**src/rtl/byte_pack_pkg.sv**
```systemverilog
// Shared types and helpers for the byte-to-word packer and its word store.
package byte_pack_pkg;

   typedef logic [31:0] word_t;
   typedef logic [2:0]  bcnt_t;

   localparam int BYTES_PER_WORD = 4;

   function automatic word_t bswap32(input word_t w);
      word_t r;
      r = {<<8{w}};
      return r;
   endfunction

endpackage

```
**src/rtl/byte_pack_mem.sv**
```systemverilog
// Word store for the packer: circular buffer of words plus byte counts, with occupancy.
module byte_pack_mem
   import byte_pack_pkg::*;
#(
   parameter int  DEPTH = 4,
   localparam int AW    = $clog2(DEPTH),
   localparam int LW    = AW + 1
) (
   input  logic          clk,
   input  logic          rst_n,
   input  logic          push,
   input  word_t         push_word,
   input  bcnt_t         push_bytes,
   input  logic          pop,
   output word_t         head_word,
   output bcnt_t         head_bytes,
   output logic          full,
   output logic          empty,
   output logic [LW-1:0] level
);

   word_t         mem_word  [0:DEPTH-1];
   bcnt_t         mem_bytes [0:DEPTH-1];
   logic [AW:0]   wr_ptr;
   logic [AW:0]   rd_ptr;

   // Storage is intentionally left unreset; only pointers and occupancy clear.
   always_ff @(posedge clk) begin
      if (push) begin
         mem_word[wr_ptr[AW-1:0]]  <= push_word;
         mem_bytes[wr_ptr[AW-1:0]] <= push_bytes;
      end
   end

   always_ff @(posedge clk or negedge rst_n) begin
      if (!rst_n) begin
         wr_ptr <= '0;
         rd_ptr <= '0;
         level  <= '0;
      end else begin
         if (push) wr_ptr <= wr_ptr + 1'b1;
         if (pop)  rd_ptr <= rd_ptr + 1'b1;
         case ({push, pop})
            2'b10:   level <= level + 1'b1;
            2'b01:   level <= level - 1'b1;
            default: level <= level;
         endcase
      end
   end

   assign full       = (level == LW'(DEPTH));
   assign empty      = (level == '0);
   assign head_word  = mem_word[rd_ptr[AW-1:0]];
   assign head_bytes = mem_bytes[rd_ptr[AW-1:0]];

endmodule

```
**src/rtl/byte_pack_fifo.sv**
```systemverilog
// Packs a byte stream into little-endian 32-bit words and queues them on a valid/ready output.
module byte_pack_fifo
   import byte_pack_pkg::*;
#(
   parameter int DEPTH = 4,
   parameter bit BSWAP = 1'b0
) (
   input  logic                     clk,
   input  logic                     rst_n,
   input  logic                     in_valid,
   output logic                     in_ready,
   input  logic [7:0]               in_data,
   input  logic                     in_last,
   output logic                     out_valid,
   input  logic                     out_ready,
   output logic [31:0]              out_data,
   output logic [2:0]               out_bytes,
   output logic [$clog2(DEPTH):0]   level
);

   logic [1:0] cnt;
   word_t      acc;
   word_t      commit_word;
   word_t      head_word;
   bcnt_t      head_bytes;
   logic       full;
   logic       empty;
   logic       accept;
   logic       commit;
   logic       pop;

   assign in_ready  = !full;
   assign out_valid = !empty;
   assign accept    = in_valid && in_ready;
   assign commit    = accept && ((cnt == 2'(BYTES_PER_WORD - 1)) || in_last);
   assign pop       = out_valid && out_ready;

   // Merge the current byte and clear any lanes beyond it for early-closed words.
   always_comb begin
      commit_word = acc;
      commit_word[cnt*8 +: 8] = in_data;
      for (int unsigned i = 0; i < BYTES_PER_WORD; i++) begin
         if (i > cnt) commit_word[i*8 +: 8] = '0;
      end
   end

   always_ff @(posedge clk or negedge rst_n) begin
      if (!rst_n) begin
         cnt <= '0;
         acc <= '0;
      end else if (accept) begin
         if (commit) begin
            cnt <= '0;
            acc <= '0;
         end else begin
            acc[cnt*8 +: 8] <= in_data;
            cnt             <= cnt + 2'd1;
         end
      end
   end

   byte_pack_mem #(
      .DEPTH (DEPTH)
   ) u_mem (
      .clk        (clk),
      .rst_n      (rst_n),
      .push       (commit),
      .push_word  (commit_word),
      .push_bytes ({1'b0, cnt} + 3'd1),
      .pop        (pop),
      .head_word  (head_word),
      .head_bytes (head_bytes),
      .full       (full),
      .empty      (empty),
      .level      (level)
   );

   assign out_data  = BSWAP ? bswap32(head_word) : head_word;
   assign out_bytes = head_bytes;

endmodule
```
**config.mk**
```make
export PLATFORM = sky130hd
export DESIGN_NAME = byte_pack_fifo
export DESIGN_NICKNAME = d
export VERILOG_FILES = /design/src/rtl/byte_pack_pkg.sv /design/src/rtl/byte_pack_mem.sv /design/src/rtl/byte_pack_fifo.sv
export SDC_FILE = /design/constraint.sdc
export NUM_CORES = 1
export LEC_CHECK = 0
export CORE_MARGIN = 1
export CORE_UTILIZATION = 55
export CTS_CLUSTER_SIZE = 20
export DETAILED_ROUTE_END_ITERATION = 6
export PLACE_DENSITY = 0.75
export SYNTH_ARGS = -nofsm -noshare
export SYNTH_HDL_FRONTEND = slang
export SYNTH_HIERARCHICAL = 1
export SYNTH_SLANG_ARGS = --single-unit
```
**constraint.sdc**
```tcl
create_clock -name clk -period 4.75 [get_ports clk]
set_input_delay 0.475 -clock clk [delete_from_list [all_inputs] [get_ports clk]]
set_output_delay 0.475 -clock clk [all_outputs]
set_load 0.005 [all_outputs]
```
# == Word-level counts from Yosys, hierarchy flattened ==
# Memories as Yosys holds them, arrays and structs flattened.
# Cells that the tools add are included.
# classes
add_sub_neg,7
magnitude_cmp,3
eq_ne,4
shifts,2
mux,9
n_reduce_logical,8
# op_table
operator,n
5-bit negation with 34-bit output,1
"8-bit by 34-bit variable shift with 32-bit output, first input constant",1
8-bit by 34-bit variable part select with 32-bit output,1
32-bit bitwise mux,1
32-bit two-way mux,1
8-bit two-way mux,3
"3-bit by 1-bit adder with 3-bit output, second input constant",3
3-bit case mux with 2 select lines,1
"2-bit equality test, second input constant",2
"2-bit > comparator, first input constant",2
"2-bit by 1-bit adder with 3-bit output, second input constant",1
"3-bit equality test, second input constant",1
1-bit logical AND,3
3-bit logical NOT,1
"3-bit by 1-bit subtractor with 3-bit output, second input constant",1
"2-bit by 1-bit adder with 2-bit output, second input constant",1
"2-bit by 1-bit equality test with 1-bit output, second input constant",1
"1-bit by 2-bit > comparator with 1-bit output, first input constant",1
1-bit logical NOT,2
1-bit two-way mux,2
2-bit two-way mux,1
2-bit nonzero test,1
1-bit logical OR,1
# totals
ff_bits,43
mem_bits_rw,140
in_bits,13
out_inout_bits,40
elab_cells,40
mem_count,2
# mem_list
memory,depth,width,rd,rd_clocked_by_memory_dff,write_ports,line,rtl
u_mem.mem_word,4,32,1,0,1,byte_pack_mem.sv:22,word_t mem_word [0:DEPTH-1];
u_mem.mem_bytes,4,3,1,0,1,byte_pack_mem.sv:23,bcnt_t mem_bytes [0:DEPTH-1];

# == Depth between registers and ports, before layout ==
# Gate-level depths: netlist (run 1).
# logic_depth
ltp_word,6
mapped_depth,12
depth_no_buf,11

# == Cells and area by module ==
# The synthesis (run 1) kept the hierarchy.
# modules_own_cells
mod,n_inst,cells_each,area_per_inst_um2,seq_area_each_um2
byte_pack_mem,1,219,5505.3,4379.2
byte_pack_fifo,1,177,1888.1,850.8

# == Least setup slack after synthesis (run 1) ==
# Ideal clock, no wire load.
# synth_path
path_kind,reg2reg
start,register cnt[0]
end,"memory u_mem/mem_bytes[0][0] (netlist bit), enable pin"
setup_ps,395
t_arrival_ps,2144
required_ps,4355
path_slack_ps,2210
stages_incl_launch_ff,6
n_path_buf,1
synth_period_minus_slack_ps,2540
cell_sequence,dfrtp_1 ha_1 or2_1 buf_2 and2_1 and2_1
# synth_between
elab_chain_cells,5
# synth_lines
element,line,rtl
"start, declared",byte_pack_fifo.sv:21,logic [1:0] cnt;
"start signal, assigned",byte_pack_fifo.sv:57,cnt <= cnt + 2'd1;
2-bit equality test,byte_pack_fifo.sv:35,assign commit = accept && ((cnt == 2'(BYTES_PER_WORD - 1)) || in_last);
1-bit logical OR,byte_pack_fifo.sv:35,
1-bit logical AND,byte_pack_fifo.sv:35,
net commit,byte_pack_fifo.sv:29,logic commit;
1-bit two-way mux,byte_pack_mem.sv:29,if (push) begin
1-bit two-way mux (not written as such),byte_pack_mem.sv:31,mem_bytes[wr_ptr[AW-1:0]] <= push_bytes;
"end, declared",byte_pack_mem.sv:23,
# The timed path passes the listed nets, and every way through them passes these cells.

# == Worst setup path after layout (run 1) ==
# layout_path
start,register u_mem.rd_ptr[0]
end,output port out_data[14]
# layout_between
elab_chain_cells,1
# layout_lines
element,line,rtl
"start, declared",byte_pack_mem.sv:25,logic [AW:0] rd_ptr;
"start signal, assigned",byte_pack_mem.sv:42,if (pop) rd_ptr <= rd_ptr + 1'b1;
memory 4 x 32 bit,n/a,
"end, declared",byte_pack_fifo.sv:16,"output logic [31:0] out_data,"
# Every way passes these cells.

==> results.md, run 1 <==
CTS:
- The clock reaches the later pin of the worst-skew pair after 0.43 ns.
- TritonCTS built the clock tree.
- Clock-pin slew was measured on the worst setup and hold paths at 0.07 ns.
- The H-tree was split into 4 levels.
- The number of buffers on the longest clock path is 2.
- The count of clock tree sinks is 181.
- The total of hold buffers inserted after clock tree synthesis is 0.
- The root buffer cell is clkbuf_16.
- After clock tree synthesis, the repair step resized 0 gates.
- The number of clock buffers inserted by TritonCTS is 17.
- After clock tree synthesis, the setup repair step added 0 buffers.

Drt:
- The number of DRC markers in iteration 0 is 486.
- Dividing the detail-routed wire length by the instance count gives 22.0 µm.
- The detailed-routing iteration count for the pre-antenna-repair pass is 5.
- The detailed-route DRC error count is 0.
- After detailed routing, the number of vias per cell comes to 6.10.
- The remaining number of nets flagged by the antenna check after routing is 0.
- Across all layers, the routed design uses 3,910 vias.
- Wires add up to 14.1 mm.

Place:
- Prior to clock tree synthesis, the placed netlist has a worst setup slack of 1.83 ns.
- The number of buffers added on ports is 52.
- Routability-driven placement finished with a final weighted congestion of 0.850.
- The number of placed instances, taps included, is 609.
- Detailed placement ended at an HPWL of 8.63 mm.
- After detailed placement, the total cell area comes to 0.00802 mm².

Status:
- The flow ran to the end, and the final reports show no timing, DRC or antenna violations.

Worst setup path:
- The peak fanout along the critical path is 24.
- The data required time at the worst endpoint is 4.28 ns.
- Data arrives at the worst endpoint at 2.83 ns.
- STA classifies the critical path startpoint as a flop.
- The setup path with the least slack is of type reg2out.
- The critical path endpoint category is an output port.
- The worst setup slack for register-to-register paths is 1.90 ns.

Synth:
- The Yosys step of the flow raised 6 warnings.
- The per-instance average area after synthesis is 18.7 µm².
- The commonest cells after synthesis are edfxtp_1 (140), dfrtp_1 (41), mux4_2 (28), a22o_1 (24), nand2_1 (23).
- The most frequent cell after synthesis is edfxtp_1.
- The post-synthesis instance area is 0.00739 mm².
- The prevailing post-synth register cell is edfxtp_1.
- After synthesis, the netlist uses 39 different library cells.
- The fraction of registers with async set/reset is 22.7%.
- The proportion of netlist area held by the largest area contributor is 56.9%.
- Of all cell types, the one taking the most synthesized area is edfxtp_1.
- The synthesized net count is 421.
- The fraction of the yosys area taken by sequential cells is 70.7%.
- After synthesis the netlist holds a flip-flop and latch count of 181.
- Sorting the synthesized cells by area gives the leading types as edfxtp_1 (57%), dfrtp_1 (14%), mux4_2 (8.5%), a22o_1 (2.8%), o2bb2ai_1 (2.6%).
- The number of enable-type register cells in the synthesized netlist is 140.
- The post-synthesis cell count is 396.

STA:
- Setup repair after global routing left no endpoint under its margin.
- The total of endpoints with negative setup slack in the final report is 0.
- The post-route clock skew is 0.0144 ns.
- The worst path uses 69.6% of the clock period.
- The final hold violation count is 0.
- Summed over all failing endpoints, the final setup total negative slack is 0 ns.
- The worst path meets setup with 1.44 ns of slack.
- The relative slew slack is 37.0%.
- For this run, the top clock speed supported by timing is 0.302 GHz.
- The final critical delay including setup and external delays is 3.31 ns.
- At the pin with the least slew margin, the transition time is 0.945 ns.
- The count of final max-slew check failures is 0.

Finish:
- The number of fillers in the final layout is 829.
- Summing all non-filler instances in the final layout gives an area of 0.00863 mm².
- In the final layout, the share of cells above drive strength 1 is 16.0%.
- The multi-input combinational cell area is 0.00194 mm².
- For this run, the post-layout net count is 481.
- The non-filler instance count after layout is 641.
- The footprint of the flip-flops and latches is 0.00523 mm².
- The repair_antennas step left the layout with diodes totalling 0.
- The signed area change from the synthesized netlist to the final layout is 16.7%.

Die:
- The core area is 0.0129 mm².
- The die span in x is 118 µm.
- The number of placement rows is 41.
- The die is 118 µm tall.
- The initial core utilization is 57.4%.
- The die covers 0.0139 mm².
- During I/O placement, the number of pins put on the boundary was 53.

Global route:
- Entering global routing, the biggest net connects 42 pins.
- The first global-routing pass estimated 22.5 mm of wire.
- The number of global-route vias before repair is 3,956.
- The initial antenna violation count was 0.
- In the global route stage, overall resource usage came out at 22.2%.
- The leftover overflow at the end of global routing is 0.

Power:
- The power density of the placed cells is 575 mW/mm².
- Across the VDD grid, the largest voltage drop is 0.000299 V.
- In this run the static leakage power is 0.00307 µW.

Flow run:
- The number of violations of the max-capacitance limit is 0.

Hold path:
- The min-delay analysis places its worst path in the category in2async.
[sequential cells by signal, indices dropped and copies added (netlist names)]
register and count:
u_mem/mem_word 128, acc 32, u_mem/mem_bytes 12, u_mem/level 3
cnt 2, u_mem/rd_ptr 2, u_mem/wr_ptr 2
[logic make-up (layout without fill, tap and decap cells)]
logic type / after synthesis / count (layout) / synth area share, %
buffers and inverters: 36 / 109 / 3.01
and+or+nand+nor: 54 / 54 / 4.37
muxes: 37 / 37 / 11.3
xor gates and xnor gates: 6 / 6 / 0.711
AOI/OAI and AO/OA: 70 / 70 / 7.75
adders and majority gates: 12 / 12 / 2.13
DFF: 181 / 181 / 70.7
[path summary, 6_finish.rpt]
path                                 startpoint                   end  cells past startpoint
worst min register to register          acc[26]               acc[26]                      1
max in group asynchronous                 rst_n       u_mem/rd_ptr[0]                      1
worst min-delay path                      rst_n       u_mem/wr_ptr[1]                      1
worst max register to register           cnt[0]  u_mem/mem_word[3][4]                      5
worst max-delay path            u_mem/rd_ptr[0]          out_data[14]                      3
min in group clk                        acc[26]               acc[26]                      1
[power by group]
| group | internal, µW | switching (µW) |
|---|---|---|
| logic | 777 | 633 |
| registers | 1960 | 172 |
| clock network | 829 | 583 |
[per-layer routing]
metal	GRT usage [%]	part of all wire, %	vias up
met5	0	0	-
met4	10.0	2.4	0
met2	35.3	49	186
met1	29.8	42	1995
li1	-	-	1704
met3	4.65	6.6	25
[worst max-delay path, cell delays in order, from the launching register on]
cell,delay (ns)
dfrtp_2,0.93
buf_4,0.42
mux4_1,0.59
clkdlybuf4s50_1,0.45
[cells in the final DEF (no fill, tap or decap), types with 2 or more instances in the layout]
cell	count
xor2_1	4
mux2i_1	2
and2_1	6
buf_4	7
o21ai_2	4
ha_1	11
nor2b_1	6
nor2_1	4
bufinv_16	3
edfxtp_1	140
mux4_1	7
o2bb2ai_1	22
o21ai_0	11
xnor2_1	2
clkbuf_16	17
clkinv_4	4
a22o_1	24
inv_1	18
mux4_2	28
nand2_1	23
and3_1	2
clkinv_1	2
dfrtp_1	40
and2b_1	2
inv_6	2
clkdlybuf4s50_1	51
a32o_1	7
clkinvlp_4	4
[layout make-up]
type / instances / share of cell area [%]
clock inverter: 15 / 2.09
sequential: 181 / 60.6
multi-input combinational: 179 / 22.5
timing repair buffer: 59 / 6.58
clock buffer: 17 / 4.93
tap: 172 / 2.49
inverter: 18 / 0.783
[per-stage QoR]
stage	power, µW	util, %	hold WS, ns
2_1_floorplan	2990	-	0.179
3_3_place_gp	3550	62.3	0.471
3_5_place_dp	3590	62.3	0.474
4_1_cts	5000	67.0	0.204
5_1_grt	5180	67.0	0.256
6_report	4960	67.0	0.187
Note: power is estimated with default switching activity, not from simulation.
==> run 2: changes to the inputs <==
Settings changed: CORE_UTILIZATION 55 to 53, PLACE_DENSITY 0.75 to 0.76.
Clock period 4.75 ns to 2.7 ns, I/O delays scaled along.
==> run 2 against run 1 <==
  * Design area grew 1.9%
  * Final cell count grew 2.0%
  * Sequential power grew 71%
  * Sequential cell count is the same
  * Critical path depth is the same
  * Total power grew 80%
  * Register-to-register slack lost 1.7 ns
  * First-iteration DRC count shrank 21%
  * Non-clock buffer count grew 9
==> results.md, run 2 (same netlist as run 1, synthesis figures left out) <==
STA:
- The count of final max-slew check failures came to 0 (unchanged).
- The top achievable clock speed is 0.395 GHz.
- After layout, the worst path uses 93.8% of the clock period.
- The final total negative setup slack is 0 ns (unchanged).
- The minimum hold slack is 0.490 ns (was 0.187 ns).
- The final worst setup slack is 0.168 ns (was 1.44 ns).
- The worst path in the final design needs a cycle of 2.53 ns, including I/O delays and setup.
- The transition time at the pin with the least slew margin is 0.925 ns (was 0.945 ns).
- The final hold violation count is 0 (unchanged).
- The post-route clock skew is 0.00695 ns (was 0.0144 ns).
- Setup repair after global routing missed its margin: false (unchanged).
- The relative slew slack is 38.3% (was 37.0%).
- The total of endpoints with negative setup slack in the final report came to 0 (unchanged).

Worst setup path:
- The data required time at the worst endpoint is 2.43 ns (was 4.28 ns).
- The cell with the biggest individual delay on the critical path is mux4_1 (was dfrtp_2).
- The count of buffering cells on the critical path with inverters included is 2 (unchanged).
- The startpoint type of the worst setup path is a flop (unchanged).
- The critical path endpoint category is an output port (unchanged).
- The worst stage delay on the critical path is 0.61 ns (was 0.93 ns).
- The worst endpoint data arrival time was 2.26 ns (was 2.83 ns).
- The category of the critical setup timing path is reg2out (unchanged).
- The kind of cell adding the most delay to the critical path was buffers and inverters (was flip-flops).
- The peak fanout along the critical path is 20 (was 24).
- Chain of cells forming the critical path: buf_12 -> mux4_1 -> clkdlybuf4s50_1 (was buf_4 -> mux4_1 -> clkdlybuf4s50_1).

CTS:
- The buffer count from post-CTS setup fixing is 0 (unchanged).
- The count of clock tree sinks was 181 (unchanged).
- The CTS tree is yes (unchanged).
- The root buffer cell is clkbuf_16 (unchanged).
- The clock-pin slew of the registers on the worst-case setup and hold paths is 0.06 ns (was 0.07 ns).
- The clock latency at the later pin of the worst-skew pair was 0.43 ns (about the same).
- The number of H-tree levels is 4 (unchanged).
- The number of clock buffers inserted by TritonCTS is 17 (unchanged).
- The number of buffers on the longest clock path is 2 (unchanged).

Finish:
- The layout cell share with drive strength beyond 1 is 16.3% (was 16.0%).
- The number of fillers in the final layout was 909 (was 829).
- The non-filler instance count after layout is 654 (was 641).
- Top library cells by usage in the layout, fill and taps aside: edfxtp_1 (140), clkdlybuf4s50_1 (51), dfrtp_1 (40) (unchanged).
- The number of nets in the layout is 490 (was 481).
- The leading cell type in the layout, fill and taps excluded is edfxtp_1 (unchanged).
- The antenna diode count was 0 (unchanged).
- The multi-input combinational cell area is 0.00194 mm² (unchanged).
- The number of flip-flops under the largest register name was 128 (unchanged).
- The signed area change from the synthesized netlist to the final layout is 19.0% (was 16.7%).
- The footprint of the flip-flops and latches is 0.00523 mm² (unchanged).

Die:
- The initial core utilization came to 55.2% (was 57.4%).
- The core area was 0.0134 mm² (was 0.0129 mm²).
- The number of ports placed on the die boundary is 53 (unchanged).
- The vertical die dimension is 120 µm (was 118 µm).
- The area enclosed by the die boundary came to 0.0144 mm² (was 0.0139 mm²).
- The die span in x was 120 µm (was 118 µm).
- The number of placement rows is 42 (was 41).

Drt:
- The number of DRC markers in iteration 0 is 382 (was 486).
- The average detailed-routed wire length per instance is 22.4 µm (was 22.0 µm).
- The sum of routed wire length over all layers was 14.7 mm (was 14.1 mm).
- The detailed-route DRC error count was 0 (unchanged).
- The via density per instance came to 6.05 (was 6.10).
- The detailed-routing iteration count for the pre-antenna-repair pass came to 6 (was 5).
- The via count of the routed design was 3,958 (was 3,910).
- The remaining number of nets flagged by the antenna check after routing came to 0 (unchanged).

Global route:
- The leftover overflow at the end of global routing is 0 (unchanged).
- The number of global-route vias before repair came to 3,996 (was 3,956).
- The pin count of the biggest net entering global routing is 42 (unchanged).
- The initial antenna violation count is 0 (unchanged).
- The total global routing track utilization is 22.5% (was 22.2%).
- The global-route wire length before repair was 23.1 mm (was 22.5 mm).

Place:
- The total placed cells including tap cells is 621 (was 609).
- The half-perimeter wire length after detailed placement is 9.14 mm (was 8.63 mm).
- The final weighted congestion in routability-driven placement is 0.882 (was 0.850).
- The post-place setup slack is 0.274 ns (was 1.83 ns).
- The number of buffers added on ports came to 52 (unchanged).

Status:
- Status: completed (unchanged).

Power:
- The largest voltage drop on the vdd net is 0.000624 V (was 0.000299 V).
- The static leakage power is 0.00315 µW (was 0.00307 µW).
- The power density of the placed cells is 1010 mW/mm² (was 575 mW/mm²).
- The total design power is 8910 µW (was 4960 µW).

Flow run:
- The number of violations of the max-capacitance limit is 0 (unchanged).

Hold path:
- The type of the worst min-delay path was reg2reg (was in2async).
## run 2: cell count changes in the layout (fill, tap and decap cells not counted), sizes merged
cell / previous run / this run
buf: 8 / 16
bufinv: 3 / 4
clkbuf: 17 / 22
clkinv: 6 / 4
clkinvlp: 4 / 2
dlygate4sd3: 0 / 1
inv: 20 / 18
## run 2: final timing paths
path	start	to	slack [ns]	cells past startpoint
worst max-delay path	u_mem/rd_ptr[0]	out_data[16]	0.17	3
worst min-delay path	acc[8]	acc[8]	0.49	1
worst max register to register	cnt[0]	u_mem/mem_word[1][21]	0.21	5
worst min register to register	acc[8]	acc[8]	0.49	1
max in group asynchronous	rst_n	u_mem/rd_ptr[0]	1.56	2
min in group asynchronous	rst_n	u_mem/wr_ptr[1]	0.51	2
## run 2: layout make-up
cell class | instances | area share (%)
repair buffers | 68 | 8.25
clock buffers | 22 | 5.16
multi-input cells | 179 | 22.1
well taps | 176 | 2.50
flip-flops and latches | 181 | 59.5
clock inverters | 10 | 1.76
inverters | 18 | 0.768
## run 2: stage by stage
stage	utilization [%]	instance area [µm²]
2_1_floorplan	-	7390
3_3_place_gp	61.0	8180
3_5_place_dp	61.0	8180
4_1_cts	65.6	8790
5_1_grt	65.6	8790
6_report	65.6	8790
## run 2: per-layer routing
metal	GRT usage, %	vias to the layer above	part of all wire, %
met5	0	-	0
met4	10.9	0	3.2
met3	5.32	39	5.6
met2	35.9	161	50
met1	29.1	2041	42
li1	-	1717	-
## run 2: power by group
| group | total [µW] | leakage [µW] | switching, µW | internal [µW] |
|---|---|---|---|---|
| Sequential | 3670 | 0.00187 | 208 | 3460 |
| Combinational | 2720 | 0.000993 | 1230 | 1480 |
| Clock | 2530 | 0.000287 | 964 | 1560 |
## run 2: timing repair
action	CTS	global route
endpoints found under the hold margin	3	0
gates resized for setup	0	0
hold buffers	1	0
==> run 3: changes to the inputs <==
Settings changed: SKIP_CTS_REPAIR_TIMING set to 1.
Clock period 2.7 ns to 2.15 ns, I/O delays scaled along.
==> run 3 against run 2 <==
  * The run now ends with setup timing left
  * Count of clock-buffer cells in the layout is 4 lower
  * Design area is 3.5% higher
  * Non-clock buffer count is 19 higher
  * Critical path depth is 1 higher
  * Sequential share of layout area is 2.0 points lower
  * Via count is 0.33% higher
  * Final cell count is 2.9% higher
  * Die area stayed put
==> results.md, run 3 (same netlist as run 1, synthesis figures left out) <==
Finish:
- Top library cells by usage in the layout, fill and taps aside: edfxtp_1 (140), dfrtp_1 (38), dlymetal6s2s_1 (33) (was edfxtp_1 (140), clkdlybuf4s50_1 (51), dfrtp_1 (40)).
- The layout cell share with drive strength beyond 1 is 23.9% (was 16.3%).
- The leading cell type in the layout, fill and taps excluded is edfxtp_1 (unchanged).
- The number of nets in the layout is 509 (was 490).
- The signed area change from the synthesized netlist to the final layout is 23.1% (was 19.0%).
- The number of flip-flops under the largest register name is 128 (unchanged).
- The antenna diode count was 0 (unchanged).

Die:
- The core area is 0.0134 mm² (unchanged).
- The area enclosed by the die boundary is 0.0144 mm² (unchanged).
- The number of ports placed on the die boundary is 53 (unchanged).
- The die span in x is 120 µm (unchanged).
- The initial core utilization is 55.2% (unchanged).
- The vertical die dimension came to 120 µm (unchanged).
- The number of placement rows is 42 (unchanged).

STA:
- The final total negative setup slack is -0.131 ns (was 0 ns).
- The count of final max-slew check failures came to 0 (unchanged).
- The final hold violation count came to 0 (unchanged).
- The total of endpoints with negative setup slack in the final report is 2 (was 0).
- The relative slew slack is 57.5% (was 38.3%).
- The post-route clock skew is 0.00712 ns (was 0.00695 ns).
- The top achievable clock speed is 0.439 GHz.
- Subtracting the final worst setup slack from the clock period gives 2.28 ns.
- Setup repair after global routing missed its margin: true (was false).
- The transition time at the pin with the least slew margin is 0.634 ns (was 0.925 ns).
- The final critical-path share of the clock period is 106%.
- The final worst setup slack is -0.129 ns (was 0.168 ns).

Flow run:
- The number of violations of the max-capacitance limit is 0 (unchanged).

Drt:
- The via count of the routed design is 3,971 (was 3,958).
- The sum of routed wire length over all layers came to 14.9 mm (was 14.7 mm).
- The average detailed-routed wire length per instance is 22.2 µm (was 22.4 µm).
- The detailed-route DRC error count is 0 (unchanged).
- The detailed-routing iteration count for the pre-antenna-repair pass is 5 (was 6).
- The via density per instance is 5.90 (was 6.05).
- The remaining number of nets flagged by the antenna check after routing is 0 (unchanged).
- The number of DRC markers in iteration 0 was 405 (was 382).

Global route:
- The leftover overflow at the end of global routing is 0 (unchanged).
- The total global routing track utilization is 21.7% (was 22.5%).
- The number of global-route vias before repair is 4,045 (was 3,996).
- The pin count of the biggest net entering global routing is 37 (was 42).
- The initial antenna violation count was 0 (unchanged).
- The global-route wire length before repair is 22.6 mm (was 23.1 mm).

Place:
- The half-perimeter wire length after detailed placement is 8.80 mm (was 9.14 mm).
- The number of buffers added on ports was 52 (unchanged).
- The final weighted congestion in routability-driven placement is 0.880 (was 0.882).

Worst setup path:
- The category of the critical setup timing path is reg2out (unchanged).
- The kind of cell adding the most delay to the critical path is buffers and inverters (unchanged).
- The critical path endpoint category is an output port (unchanged).
- The count of buffering cells on the critical path with inverters included is 3 (was 2).
- The peak fanout along the critical path is 6 (was 20).
- The most common cell type on the critical path is buf_12.
- The data required time at the worst endpoint is 1.93 ns (was 2.43 ns).
- The worst stage delay on the critical path is 0.52 ns (was 0.61 ns).
- Chain of cells forming the critical path: buf_12 -> buf_12 -> mux4_2 -> clkdlybuf4s50_1 (was buf_12 -> mux4_1 -> clkdlybuf4s50_1).
- The worst endpoint data arrival time is 2.06 ns (was 2.26 ns).
- The cell with the biggest individual delay on the critical path is mux4_2 (was mux4_1).
- The startpoint type of the worst setup path is a flop (unchanged).

Status:
- The final reports fail on setup timing.
- Status: complete, but fails checks (was completed).

CTS:
- The count of clock tree sinks is 181 (unchanged).
- The number of clock buffers inserted by TritonCTS came to 17 (unchanged).
- The number of buffers on the longest clock path is 2 (unchanged).
- The root buffer cell was clkbuf_16 (unchanged).
- The CTS tree is yes (unchanged).
- The number of H-tree levels is 4 (unchanged).
- The clock latency at the later pin of the worst-skew pair is 0.43 ns (about the same).
- The clock-pin slew of the registers on the worst-case setup and hold paths was 0.06 ns (about the same).

Power:
- The largest voltage drop on the vdd net came to 0.000664 V (was 0.000624 V).
- The total design power came to 11,400 µW (was 8910 µW).
- The static leakage power is 0.00357 µW (was 0.00315 µW).
- The power density of the placed cells was 1250 mW/mm² (was 1010 mW/mm²).

Hold path:
- The type of the worst min-delay path is in2async (was reg2reg).
## run 3: cell types whose count changed in the layout (fill, tap and decap cells not counted), moves of 5 or more
cell	before	now
and2_1	6	1
buf_4	8	21
clkdlybuf4s50_1	51	17
dlymetal6s2s_1	0	33
## run 3: final timing paths
check                                 from               to  slack, ns  cells after the start
min reg2reg                        acc[31]          acc[31]       0.49                      1
min in group clk                   acc[31]          acc[31]       0.49                      1
max in group asynchronous            rst_n          acc[28]       1.16                      3
max reg2reg                         cnt[1]          acc[11]       0.13                      5
min                                  rst_n  u_mem/wr_ptr[1]       0.32                      2
max                        u_mem/rd_ptr[0]     out_bytes[2]      -0.13                      4
## run 3: cell type report
class	instances	area, µm²
Sequential cell	181	5230
Fill cell	879	4300
Multi-Input combinational cell	179	1980
Timing Repair Buffer	87	1020
Clock buffer	18	429
Tap cell	176	220
Clock inverter	14	158
Inverter	18	67.6
## run 3: layer usage
layer | global-route usage [%] | vias to the layer above | routed length [µm]
met3 | 4.28 | 31 | 1110
met5 | 0 | - | 0
met2 | 35.0 | 178 | 7370
li1 | - | 1755 | -
met1 | 28.2 | 2007 | 6050
met4 | 10.9 | 0 | 385
## run 3: metrics by stage
stage | std cells | area (µm²) | hold slack [ns] | worst slack (ns) | utilization [%]
6_report | 673 | 9100 | 0.319 | -0.129 | 67.9
5_1_grt | 673 | 9100 | 0.349 | -0.182 | 67.9
4_1_cts | 663 | 8870 | -0.214 | -0.231 | 66.2
3_5_place_dp | 631 | 8280 | 0.242 | -0.0383 | 61.8
3_3_place_gp | 631 | 8280 | 0.228 | 0.0506 | 61.8
2_1_floorplan | 396 | 7440 | -0.0806 | -0.00145 | -
## run 3: power by group
group	total (µW)	internal, µW	switching (µW)
Combinational	3820	2090	1730
Clock	3060	1820	1240
Sequential	4530	4340	190
